File: src/rtl/vga_scaled_fb_timing.sv
// VGA raster engine with a downscaled framebuffer read port.
//
// Generates programmable H/V timing and fetches framebuffer pixels. Each framebuffer pixel covers a
// 2^SCALE_SHIFT x 2^SCALE_SHIFT block of screen pixels. Returned pixel data is realigned with the
// sync and enable signals. Built-in test patterns are selected once per frame.
//
// Ports:
//   i_clk        pixel clock
//   i_rst        synchronous reset, active-high
//   i_mode       0 framebuffer, 1 colour bars, 2 checkerboard, 3 solid black
//   i_pix_data   framebuffer pixel {R,G,B}, valid RD_LATENCY cycles after o_fb_rd
//   o_fb_rd      framebuffer read strobe
//   o_fb_addr    framebuffer read address (row-major, downscaled); holds when o_fb_rd is low
//   o_red/o_green/o_blue  channel data, zero outside the active area
//   o_hsync/o_vsync       sync outputs, *_SYNC_POL is the level during the pulse
//   o_de         data enable (active video)
//   o_sof        pulse with the first active pixel of a frame
//   o_sol        pulse with the first active pixel of each active line
//
// Every output reaches the pins RD_LATENCY+2 cycles after its counter position.
module vga_scaled_fb_timing #(
  parameter int unsigned H_VISIBLE   = 800,
  parameter int unsigned H_FRONT     = 40,
  parameter int unsigned H_SYNC      = 128,
  parameter int unsigned H_BACK      = 88,
  parameter int unsigned V_VISIBLE   = 600,
  parameter int unsigned V_FRONT     = 1,
  parameter int unsigned V_SYNC      = 4,
  parameter int unsigned V_BACK      = 23,
  parameter bit          H_SYNC_POL  = 1'b1,
  parameter bit          V_SYNC_POL  = 1'b1,
  parameter int unsigned COLOR_BITS  = 2,
  parameter int unsigned SCALE_SHIFT = 2,
  parameter int unsigned ADDR_W      = 15,
  parameter int unsigned RD_LATENCY  = 1
) (
  input  logic                    i_clk,
  input  logic                    i_rst,
  input  logic [1:0]              i_mode,
  input  logic [3*COLOR_BITS-1:0] i_pix_data,
  output logic                    o_fb_rd,
  output logic [ADDR_W-1:0]       o_fb_addr,
  output logic [COLOR_BITS-1:0]   o_red,
  output logic [COLOR_BITS-1:0]   o_green,
  output logic [COLOR_BITS-1:0]   o_blue,
  output logic                    o_hsync,
  output logic                    o_vsync,
  output logic                    o_de,
  output logic                    o_sof,
  output logic                    o_sol
);

  localparam int unsigned H_TOTAL = H_VISIBLE + H_FRONT + H_SYNC + H_BACK;
  localparam int unsigned V_TOTAL = V_VISIBLE + V_FRONT + V_SYNC + V_BACK;
  // One spare count of headroom so the sync end bound always fits.
  localparam int unsigned HCW     = $clog2(H_TOTAL + 1);
  localparam int unsigned VCW     = $clog2(V_TOTAL + 1);
  localparam int unsigned PIX_W   = 3 * COLOR_BITS;

  localparam logic [HCW-1:0] H_LAST     = HCW'(H_TOTAL - 1);
  localparam logic [HCW-1:0] H_VIS_END  = HCW'(H_VISIBLE);
  localparam logic [HCW-1:0] H_SYNC_BEG = HCW'(H_VISIBLE + H_FRONT);
  localparam logic [HCW-1:0] H_SYNC_END = HCW'(H_VISIBLE + H_FRONT + H_SYNC);
  localparam logic [VCW-1:0] V_LAST     = VCW'(V_TOTAL - 1);
  localparam logic [VCW-1:0] V_VIS_END  = VCW'(V_VISIBLE);
  localparam logic [VCW-1:0] V_SYNC_BEG = VCW'(V_VISIBLE + V_FRONT);
  localparam logic [VCW-1:0] V_SYNC_END = VCW'(V_VISIBLE + V_FRONT + V_SYNC);

  localparam logic [HCW-1:0]    H_BLK_MASK = HCW'((1 << SCALE_SHIFT) - 1);
  localparam logic [VCW-1:0]    V_BLK_MASK = VCW'((1 << SCALE_SHIFT) - 1);
  localparam logic [ADDR_W-1:0] ROW_STRIDE = ADDR_W'(H_VISIBLE >> SCALE_SHIFT);

  localparam int unsigned       BAR_W    = (H_VISIBLE / 8 > 0) ? H_VISIBLE / 8 : 1;
  localparam int unsigned       BAR_CW   = $clog2(BAR_W + 1);
  localparam logic [BAR_CW-1:0] BAR_LAST = BAR_CW'(BAR_W - 1);

  localparam logic [COLOR_BITS-1:0] CMAX = '1;

  // Per-pixel control carried alongside the framebuffer read.
  typedef struct packed {
    logic             de;
    logic             hs;
    logic             vs;
    logic             sof;
    logic             sol;
    logic             use_fb;
    logic [PIX_W-1:0] pat;
  } ctl_t;

  // ---------------------------------------------------------------------------------------------
  // Stage 0: raster counters, mode latch, address generator, pattern generator
  // ---------------------------------------------------------------------------------------------
  logic [HCW-1:0]    h_q, h_d;
  logic [VCW-1:0]    v_q, v_d;
  logic [1:0]        mode_q, mode_cur;
  logic [ADDR_W-1:0] addr_q, addr_d;
  logic [ADDR_W-1:0] base_q, base_d;
  logic [BAR_CW-1:0] bar_px_q, bar_px_d;
  logic [2:0]        bar_idx_q, bar_idx_d;

  logic line_end, frame_start, h_vis, v_vis, vis;
  ctl_t ctl_s0;

  assign line_end    = (h_q == H_LAST);
  assign frame_start = (h_q == '0) && (v_q == '0);
  assign h_vis       = (h_q < H_VIS_END);
  assign v_vis       = (v_q < V_VIS_END);
  assign vis         = h_vis && v_vis;

  // The mode is only picked up at the frame origin so a frame never mixes sources.
  assign mode_cur = frame_start ? i_mode : mode_q;

  always_comb begin
    h_d = h_q + HCW'(1);
    v_d = v_q;
    if (line_end) begin
      h_d = '0;
      v_d = (v_q == V_LAST) ? '0 : v_q + VCW'(1);
    end
  end

  // Incremental address: step once per block, rewind to the row base at line end and move the
  // base down a row after the last screen line of each block row.
  always_comb begin
    addr_d = addr_q;
    base_d = base_q;
    if (line_end) begin
      if (v_q == V_LAST) begin
        base_d = '0;
      end else if ((v_q & V_BLK_MASK) == V_BLK_MASK) begin
        base_d = base_q + ROW_STRIDE;
      end
      addr_d = base_d;
    end else if (h_vis && ((h_q & H_BLK_MASK) == H_BLK_MASK)) begin
      addr_d = addr_q + ADDR_W'(1);
    end
  end

  // Bar index tracked with a small counter instead of dividing h_cnt; saturates on bar 7 so any
  // remainder pixels of a non-multiple-of-8 width stay white.
  always_comb begin
    bar_px_d  = bar_px_q;
    bar_idx_d = bar_idx_q;
    if (line_end) begin
      bar_px_d  = '0;
      bar_idx_d = '0;
    end else if (h_vis) begin
      if (bar_px_q == BAR_LAST) begin
        bar_px_d = '0;
        if (bar_idx_q != 3'd7) begin
          bar_idx_d = bar_idx_q + 3'd1;
        end
      end else begin
        bar_px_d = bar_px_q + BAR_CW'(1);
      end
    end
  end

  always_comb begin
    ctl_s0        = '0;
    ctl_s0.de     = vis;
    ctl_s0.hs     = (h_q >= H_SYNC_BEG) && (h_q < H_SYNC_END);
    ctl_s0.vs     = (v_q >= V_SYNC_BEG) && (v_q < V_SYNC_END);
    ctl_s0.sof    = frame_start;
    ctl_s0.sol    = (h_q == '0) && v_vis;
    ctl_s0.use_fb = (mode_cur == 2'd0);
    unique case (mode_cur)
      2'd1: ctl_s0.pat = {bar_idx_q[2] ? CMAX : '0,
                          bar_idx_q[1] ? CMAX : '0,
                          bar_idx_q[0] ? CMAX : '0};
      2'd2: ctl_s0.pat = (h_q[SCALE_SHIFT] ^ v_q[SCALE_SHIFT]) ? '1 : '0;
      default: ctl_s0.pat = '0;
    endcase
  end

  always_ff @(posedge i_clk) begin
    if (i_rst) begin
      h_q       <= '0;
      v_q       <= '0;
      mode_q    <= i_mode;
      addr_q    <= '0;
      base_q    <= '0;
      bar_px_q  <= '0;
      bar_idx_q <= '0;
    end else begin
      h_q       <= h_d;
      v_q       <= v_d;
      mode_q    <= mode_cur;
      addr_q    <= addr_d;
      base_q    <= base_d;
      bar_px_q  <= bar_px_d;
      bar_idx_q <= bar_idx_d;
    end
  end

  // ---------------------------------------------------------------------------------------------
  // Stage 1: framebuffer request, control delay line matched to the read latency
  // ---------------------------------------------------------------------------------------------
  logic              fb_rd_q;
  logic [ADDR_W-1:0] fb_addr_q;
  logic              fb_req;
  ctl_t              ctl_q [RD_LATENCY+1];

  assign fb_req = vis && ctl_s0.use_fb;

  always_ff @(posedge i_clk) begin
    if (i_rst) begin
      fb_rd_q   <= 1'b0;
      fb_addr_q <= '0;
      for (int i = 0; i <= int'(RD_LATENCY); i++) begin
        ctl_q[i] <= '0;
      end
    end else begin
      fb_rd_q <= fb_req;
      if (fb_req) begin
        fb_addr_q <= addr_q;
      end
      ctl_q[0] <= ctl_s0;
      for (int i = 1; i <= int'(RD_LATENCY); i++) begin
        ctl_q[i] <= ctl_q[i-1];
      end
    end
  end

  assign o_fb_rd   = fb_rd_q;
  assign o_fb_addr = fb_addr_q;

  // ---------------------------------------------------------------------------------------------
  // Output register: ctl_q[RD_LATENCY] lines up with i_pix_data for the same pixel
  // ---------------------------------------------------------------------------------------------
  ctl_t             ctl_o;
  logic [PIX_W-1:0] col_d, col_q;
  logic             de_q, hs_q, vs_q, sof_q, sol_q;

  assign ctl_o = ctl_q[RD_LATENCY];

  always_comb begin
    col_d = '0;
    if (ctl_o.de) begin
      col_d = ctl_o.use_fb ? i_pix_data : ctl_o.pat;
    end
  end

  always_ff @(posedge i_clk) begin
    if (i_rst) begin
      col_q <= '0;
      de_q  <= 1'b0;
      hs_q  <= ~H_SYNC_POL;
      vs_q  <= ~V_SYNC_POL;
      sof_q <= 1'b0;
      sol_q <= 1'b0;
    end else begin
      col_q <= col_d;
      de_q  <= ctl_o.de;
      hs_q  <= ctl_o.hs ? H_SYNC_POL : ~H_SYNC_POL;
      vs_q  <= ctl_o.vs ? V_SYNC_POL : ~V_SYNC_POL;
      sof_q <= ctl_o.sof;
      sol_q <= ctl_o.sol;
    end
  end

  assign {o_red, o_green, o_blue} = col_q;
  assign o_de    = de_q;
  assign o_hsync = hs_q;
  assign o_vsync = vs_q;
  assign o_sof   = sof_q;
  assign o_sol   = sol_q;

endmodule
File: config.mk
export PLATFORM = sky130hd
export DESIGN_NAME = vga_scaled_fb_timing
export DESIGN_NICKNAME = d
export VERILOG_FILES = /design/src/rtl/vga_scaled_fb_timing.sv
export SDC_FILE = /design/constraint.sdc
export NUM_CORES = 1
export LEC_CHECK = 0
export CORE_ASPECT_RATIO = 1.75
export CORE_UTILIZATION = 50
export CTS_BUF_LIST = sky130_fd_sc_hd__clkbuf_8
export DETAILED_ROUTE_END_ITERATION = 8
export GPL_TIMING_DRIVEN = 0
export PLACE_DENSITY = 0.7
export SLEW_MARGIN = 20
export SYNTH_ARGS = -nofsm -noshare
export SYNTH_HDL_FRONTEND = slang
export SYNTH_SLANG_ARGS = --single-unit
File: constraint.sdc
create_clock -name i_clk -period 3.2 [get_ports i_clk]
set_input_delay 0.96 -clock i_clk [delete_from_list [all_inputs] [get_ports i_clk]]
set_output_delay 0.96 -clock i_clk [all_outputs]
set_load 0.02 [all_outputs]
==> impl_metrics.yaml, run 1 <==
outcome:
  status: "finished clean"
synthesis:
  synth-main-ff-cell: "dfxtp_1"
  syn-instance-count: 533
  synth_edf_count: 0
  synth_top_area_share_pct: 44.9
  yosysWarnings: 0
  yosys-top-cells-area: "dfxtp_1 45%, nor2_1 5.1%, nand2_1 4.0%"
  async_flop_share_pct: 0
  synth_area_leader_cell: "dfxtp_1"
  syn_area_um2: 4820
  avgSynthCellArea_um2: 9.04
  syn_nets: 557
  ys_seq_area_share_pct: 44.9
  ys_types: 58
  ys_seq_elements: 108
global_routing:
  grt_pass1_wl_mm: 17.8
  antenna_found_initial: 0
  grt.overflow.total: 0
  grt_use_met1_pct: 22.7
  grtUsageMet2_pct: 42.4
  track_usage_pct: 22.7
  grt_pass1_vias: 3863
  grt_busiest_layer: "met2"
  use_met3_pct: 3.94
  grt_max_degree: 19
critical_path:
  worstSetupStartpointType: "flop"
  endpoint_kind: "flop"
  cp_data_required_time_ns: 3.49
  r2r_cells: 11
  crit_type: "flop to flop"
  rrSetupSlack_ns: 0.18
  worstReg2RegStart: "h_q[6]"
  crit_fanout: 10
  crit_start: "h_q[6]"
  cp.arrival_ns: 3.30
  rr_endpoint: "o_fb_addr[12]"
place:
  dp_hpwl_mm: 8.06
  port-buffer-count: 35
  gp_congestion: 0.844
  place_area_um2: 5320
  dp_cells: 690
sta:
  setup_viol: 0
  slew_headroom_pct: 59.1
  fin_skew_ns: 0.00735
  fin_tns_setup_ns: 0
  rsz0062_at_grt: "false"
  slew_violations: 0
  fmax_mhz: 332
  min_period_over_period_pct: 94.3
  worst_slew_pin_slew_ns: 0.613
  min_period_ns: 3.02
  holdWs_ns: 0.432
  hold_viol: 0
routing:
  drc_errors: 0
  first_iter_violations: 173
  viasPerCell: 5.55
  dr.pass1.iters: 4
  postRouteAntennaNets: 0
  post_drt_wl_per_cell_um: 15.3
  via_count: 3931
  routed_wl_mm: 10.8
power_and_ir_drop:
  p_per_area_nw_per_um2: 451
  vdd_drop_max_uv: 249
  p_total_mw: 2.49
  p_leak_nw: 2.05
cells_and_area:
  final_area_um2: 5510
  antenna_cells: 0
  layout_commonest_cell: "dfxtp_1"
  final_cell_mix: "108 x dfxtp_1, 64 x nor2_1, 51 x nand2_1, 35 x clkdlybuf4s50_1, 28 x nor2b_1"
  drive_gt1_share_pct: 9.39
  syn2layout_area_growth_pct: 14.5
  nets: 605
  final_cells: 708
worst_hold_path:
  hold_depth: 2
  min_to: "base_q[1]"
  hp-start: "base_q[1]"
  min_path_type: "flop to flop"
clocking:
  cts_tree: "done"
  numCtsBuffers: 9
  clk_pin_slew_worst_paths_ns: 0.10
  clock_latency_ns: 0.38
  htreeDepth: 3
  cts_root_buf: "clkbuf_8"
  clockBufferDepth: 2
  clock_sinks: 108
die:
  io_pins: 37
  die_h_um: 132
  core-area_um2: 9410
  die_x_um: 76.2
  die_area_um2: 10000
  initial_core_util_pct: 51.2
  core.rowCount: 47
job:
  cap_viol_max_count: 0
-- metal layers --
metal,up-vias,wire length [um]
li1,1942,-
met1,1867,4110
met2,89,5890
met3,33,389
met4,0,435
met5,-,0
-- state kept, by name (all words and copies together) (netlist names), 3 cells and up --
signal / cells
bar_px_q: 7
v_q: 10
base_q: 15
bar_idx_q: 3
col_q: 6
h_q: 11
addr_q: 15
ctl_q: 18
o_fb_addr: 15
-- how the worst max path moves through the flow --
stage                         end  cells past startpoint  slack [ns]
finish              o_fb_addr[12]                     11        0.18
detailed placement  o_fb_addr[12]                     10       -0.03
floorplan           o_fb_addr[10]                     11        0.62
global placement    o_fb_addr[12]                     10        0.05
CTS                 o_fb_addr[11]                     10        0.05
global route         o_fb_addr[5]                     11        0.03
-- final cells by class --
type                       instances  area [um^2]
clock inverter                     7         52.6
multi-input combinational        383         2460
tap                              122          153
inverter                          13         48.8
timing repair buffer              37          365
fill                             856         3890
sequential                       108         2160
clock buffer                       9          124
buffer                            29          145
-- cells by family (layout without fill, tap and decap cells) --
| family | Yosys count | in the layout | synth area share (%) |
|---|---|---|---|
| flip-flops | 108 | 108 | 44.9 |
| AND/OR/NAND/NOR | 237 | 237 | 25.6 |
| XOR/XNOR | 38 | 38 | 6.91 |
| buffers and inverters | 42 | 95 | 4.03 |
| multiplexers | 10 | 10 | 2.18 |
| AO/OA/AOI/OAI | 84 | 84 | 12.7 |
| adder cells (fa/ha/maj) | 14 | 14 | 3.64 |
-- cell usage after synthesis (all sizes together) (2+ instances only) --
library cell / count
a211o: 3
a211oi: 8
a21o: 4
a21oi: 23
a22oi: 2
a311o: 2
a311oi: 4
a31oi: 4
a32oi: 3
and3: 9
and4: 3
buf: 18
clkbuf: 11
dfxtp: 108
ha: 14
inv: 13
mux2: 4
mux2i: 6
nand2: 51
nand2b: 8
nand3: 18
nand3b: 3
nand4: 12
nor2: 67
nor2b: 28
nor3: 19
nor4: 5
o21ai: 9
o22a: 14
o32ai: 2
or2: 5
or3: 3
or4: 2
xnor2: 20
xor2: 18
-- what timing repair did --
action                                  4_1_cts  5_1_grt
gates resized for setup                       1        0
endpoints found under the setup margin       10       10
pin swaps                                     0        1
hold buffers                                  0        0
setup buffers                                 0        2
-- worst max-delay path: stages (launching register included) --
cell and delay [ns]:
dfxtp_1 0.31, buf_2 0.17, nor4_4 0.34, nand4_1 0.23, nor2_2 0.28, mux2_2 0.40, inv_1 0.09, ha_1 0.17
inv_1 0.09, a211o_1 0.39, buf_2 0.25, o22a_1 0.21
-- per-stage QoR --
stage	setup slack, ns	util (%)
floorplan	0.621	-
global placement	0.0453	56.5
detailed placement	-0.0267	56.5
CTS	0.0480	58.4
global route	0.0340	58.6
finish	0.184	58.6
-- power by group --
part           switching [mW]  internal (mW)
sequential             0.0239           1.40
combinational           0.157          0.136
clock                   0.486          0.290
No activity file was read; power rests on OpenSTA's default activity.
==> inputs of run 2 (changes only) <==
Clock period 3.2 ns to 2.95 ns, I/O delays scaled along.
==> run 2 against run 1 <==
  * Worst setup slack got worse by 0.041 ns
  * Register-to-register slack worse by 0.04 ns
  * Critical endpoint unchanged
  * Non-clock buffer count grew 1
  * Critical path depth stayed put
  * Sequential cell count unchanged
  * Largest power group unchanged
  * Sequential power is 8% higher
  * Clock skew grew 0.0046 ns
  * Fmax grew 7.4%
==> impl_metrics.yaml, run 2 (synthesis results as in run 1) <==
outcome:
  status: "finished clean"
power_and_ir_drop:
  p_leak_nw: 2.06
  seq_power_share_pct: 56.8
  p_per_area_nw_per_um2: 488
  switching_share_pct: 26.8
  p_sw_mw: 0.725
  p_clk_share_pct: 31.0
  p_total_mw: 2.71
  power_frac_comb_pct: 12.1
  vdd_drop_max_uv: 276
  p_int_mw: 1.98
sta:
  fmax_mhz: 356
  min_period_ns: 2.81
  setup_viol: 0
  slew_headroom_pct: 59.2
  fin_skew_ns: 0.0120
  min_period_over_period_pct: 95.2
  hold_viol: 0
  slew_violations: 0
  worst_slew_pin_slew_ns: 0.612
critical_path:
  cp.arrival_ns: 3.09
  crit_type: "flop to flop"
  rr_endpoint: "o_fb_addr[12]"
  endpoint_kind: "flop"
  crit_fanout: 10
  worstReg2RegStart: "h_q[6]"
  cp_data_required_time_ns: 3.23
  r2r_cells: 11
  crit_chain: "buf_2 > nor4_4 > nand4_1 > nor2_4 > mux2_2 > inv_1 > ha_1 > inv_1 > a211o_4 > buf_2 > o22a_1"
  rrSetupSlack_ns: 0.14
  worstSetupStartpointType: "flop"
  crit_slowest_cell: "mux2_2"
  max_stage_delay_ns: 0.38
routing:
  wl_met1_mm: 4.18
  postRouteAntennaNets: 0
  drc_errors: 0
  dr.pass1.iters: 5
  wl_met2_mm: 5.84
  top_layer_used: "met4"
  via_count: 3934
  viasPerCell: 5.55
  post_drt_wl_per_cell_um: 15.3
  routed_wl_mm: 10.9
  route.met3.wl_um: 335
  first_iter_violations: 153
cells_and_area:
  antenna_cells: 0
  nets: 606
  top_register: "ctl_q"
  syn2layout_area_growth_pct: 15.2
  fillers: 850
  final_area_um2: 5550
  layout_commonest_cell: "dfxtp_1"
  final_cell_mix: "107 x dfxtp_1, 64 x nor2_1, 51 x nand2_1, 35 x clkdlybuf4s50_1, 28 x nor2b_1"
  drive_gt1_share_pct: 10.1
  largest_reg_flops: 18
die:
  io_pins: 37
  core.rowCount: 47
  die_area_um2: 10000
  die_x_um: 76.2
  core-area_um2: 9410
  die_h_um: 132
  initial_core_util_pct: 51.2
clocking:
  clock_sinks: 108
  clock_latency_ns: 0.39
  clockBufferDepth: 2
  clk_pin_slew_worst_paths_ns: 0.10
  cts_tree: "done"
  holdBufCountCts: 0
  numCtsBuffers: 9
  cts_root_buf: "clkbuf_8"
  htreeDepth: 3
worst_hold_path:
  hp-start: "base_q[1]"
  hold_depth: 2
  min_to: "base_q[1]"
  min_path_type: "flop to flop"
job:
  cap_viol_max_count: 0
place:
  gp_congestion: 0.844
  dp_hpwl_mm: 8.06
  port-buffer-count: 35
  place_area_um2: 5320
global_routing:
  grt_max_degree: 19
  grt_pass1_vias: 3857
  track_usage_pct: 22.7
  antenna_found_initial: 0
  grt_pass1_wl_mm: 17.8
  grt.overflow.total: 0
run 2: routing by layer:
layer  vias up  global-route usage (%)
met1      1869                    22.8
met5         -                       0
li1       1945                       -
met2        85                    42.5
met3        35                    3.88
met4         0                    14.6
run 2: worst max-delay path by stage:
| stage | from | to |
|---|---|---|
| after floorplan | h_q[7] | o_fb_addr[10] |
| after global placement | h_q[8] | o_fb_addr[12] |
| after detailed placement | h_q[8] | o_fb_addr[12] |
| after CTS | v_q[0] | o_fb_addr[11] |
| after global routing | v_q[1] | o_fb_addr[5] |
| final | h_q[6] | o_fb_addr[12] |
run 2: layout make-up:
type	count	area (um^2)	share of cell area (%)
clock buffers	9	124	2.23
flip-flops and latches	108	2160	39.0
plain buffers	29	145	2.62
well taps	122	153	2.75
repair buffers	38	373	6.72
multi-input cells	383	2490	44.9
inverters	13	48.8	0.879
clock inverters	7	52.6	0.947
run 2: timing repair:
item                                   in CTS  in global routing
setup endpoints to repair                  16                 10
pin swaps                                   2                  2
gates resized for setup                     2                  5
setup buffers                               2                  1
endpoints found under the hold margin       0                  0
cloned                                      0                  0
run 2: per-stage QoR:
stage          setup TNS, ns  hold WS [ns]  setup WS (ns)  instances  util (%)
2_1_floorplan              0         0.408          0.371        533         -
3_3_place_gp           -2.03         0.421         -0.205        690      56.5
3_5_place_dp           -3.04         0.421         -0.277        690      56.5
4_1_cts                    0         0.436         0.0283        708      58.7
5_1_grt            -0.000274         0.458      -0.000274        709      59.0
6_report                   0         0.432          0.142        709      59.0
run 2: worst max-delay path: cells and delay by family (launching register included):
family	cells	cell delay (ns)
AO/OA/AOI/OAI	2	0.56
adder cells (fa/ha/maj)	1	0.17
buffers and inverters	4	0.57
flip-flops	1	0.31
multiplexers	1	0.38
AND/OR/NAND/NOR	3	0.72
run 2: power groups by stage:
| stage | registers [mW] | logic [mW] | clock network, mW |
|---|---|---|---|
| 3_3_place_gp | 1.57 | 0.311 | 0 |
| 3_5_place_dp | 1.57 | 0.318 | 0 |
| 4_1_cts | 1.54 | 0.325 | 0.856 |
| 6_report | 1.54 | 0.329 | 0.840 |
| 5_1_grt | 1.55 | 0.355 | 0.920 |
| 2_1_floorplan | 1.61 | 0.146 | 0 |
==> inputs of run 3 (changes only) <==
Settings changed: SLEW_MARGIN 20 to default.
==> results of run 3 <==
No change in the layout: final DEF, timing and power equal those of run 2.
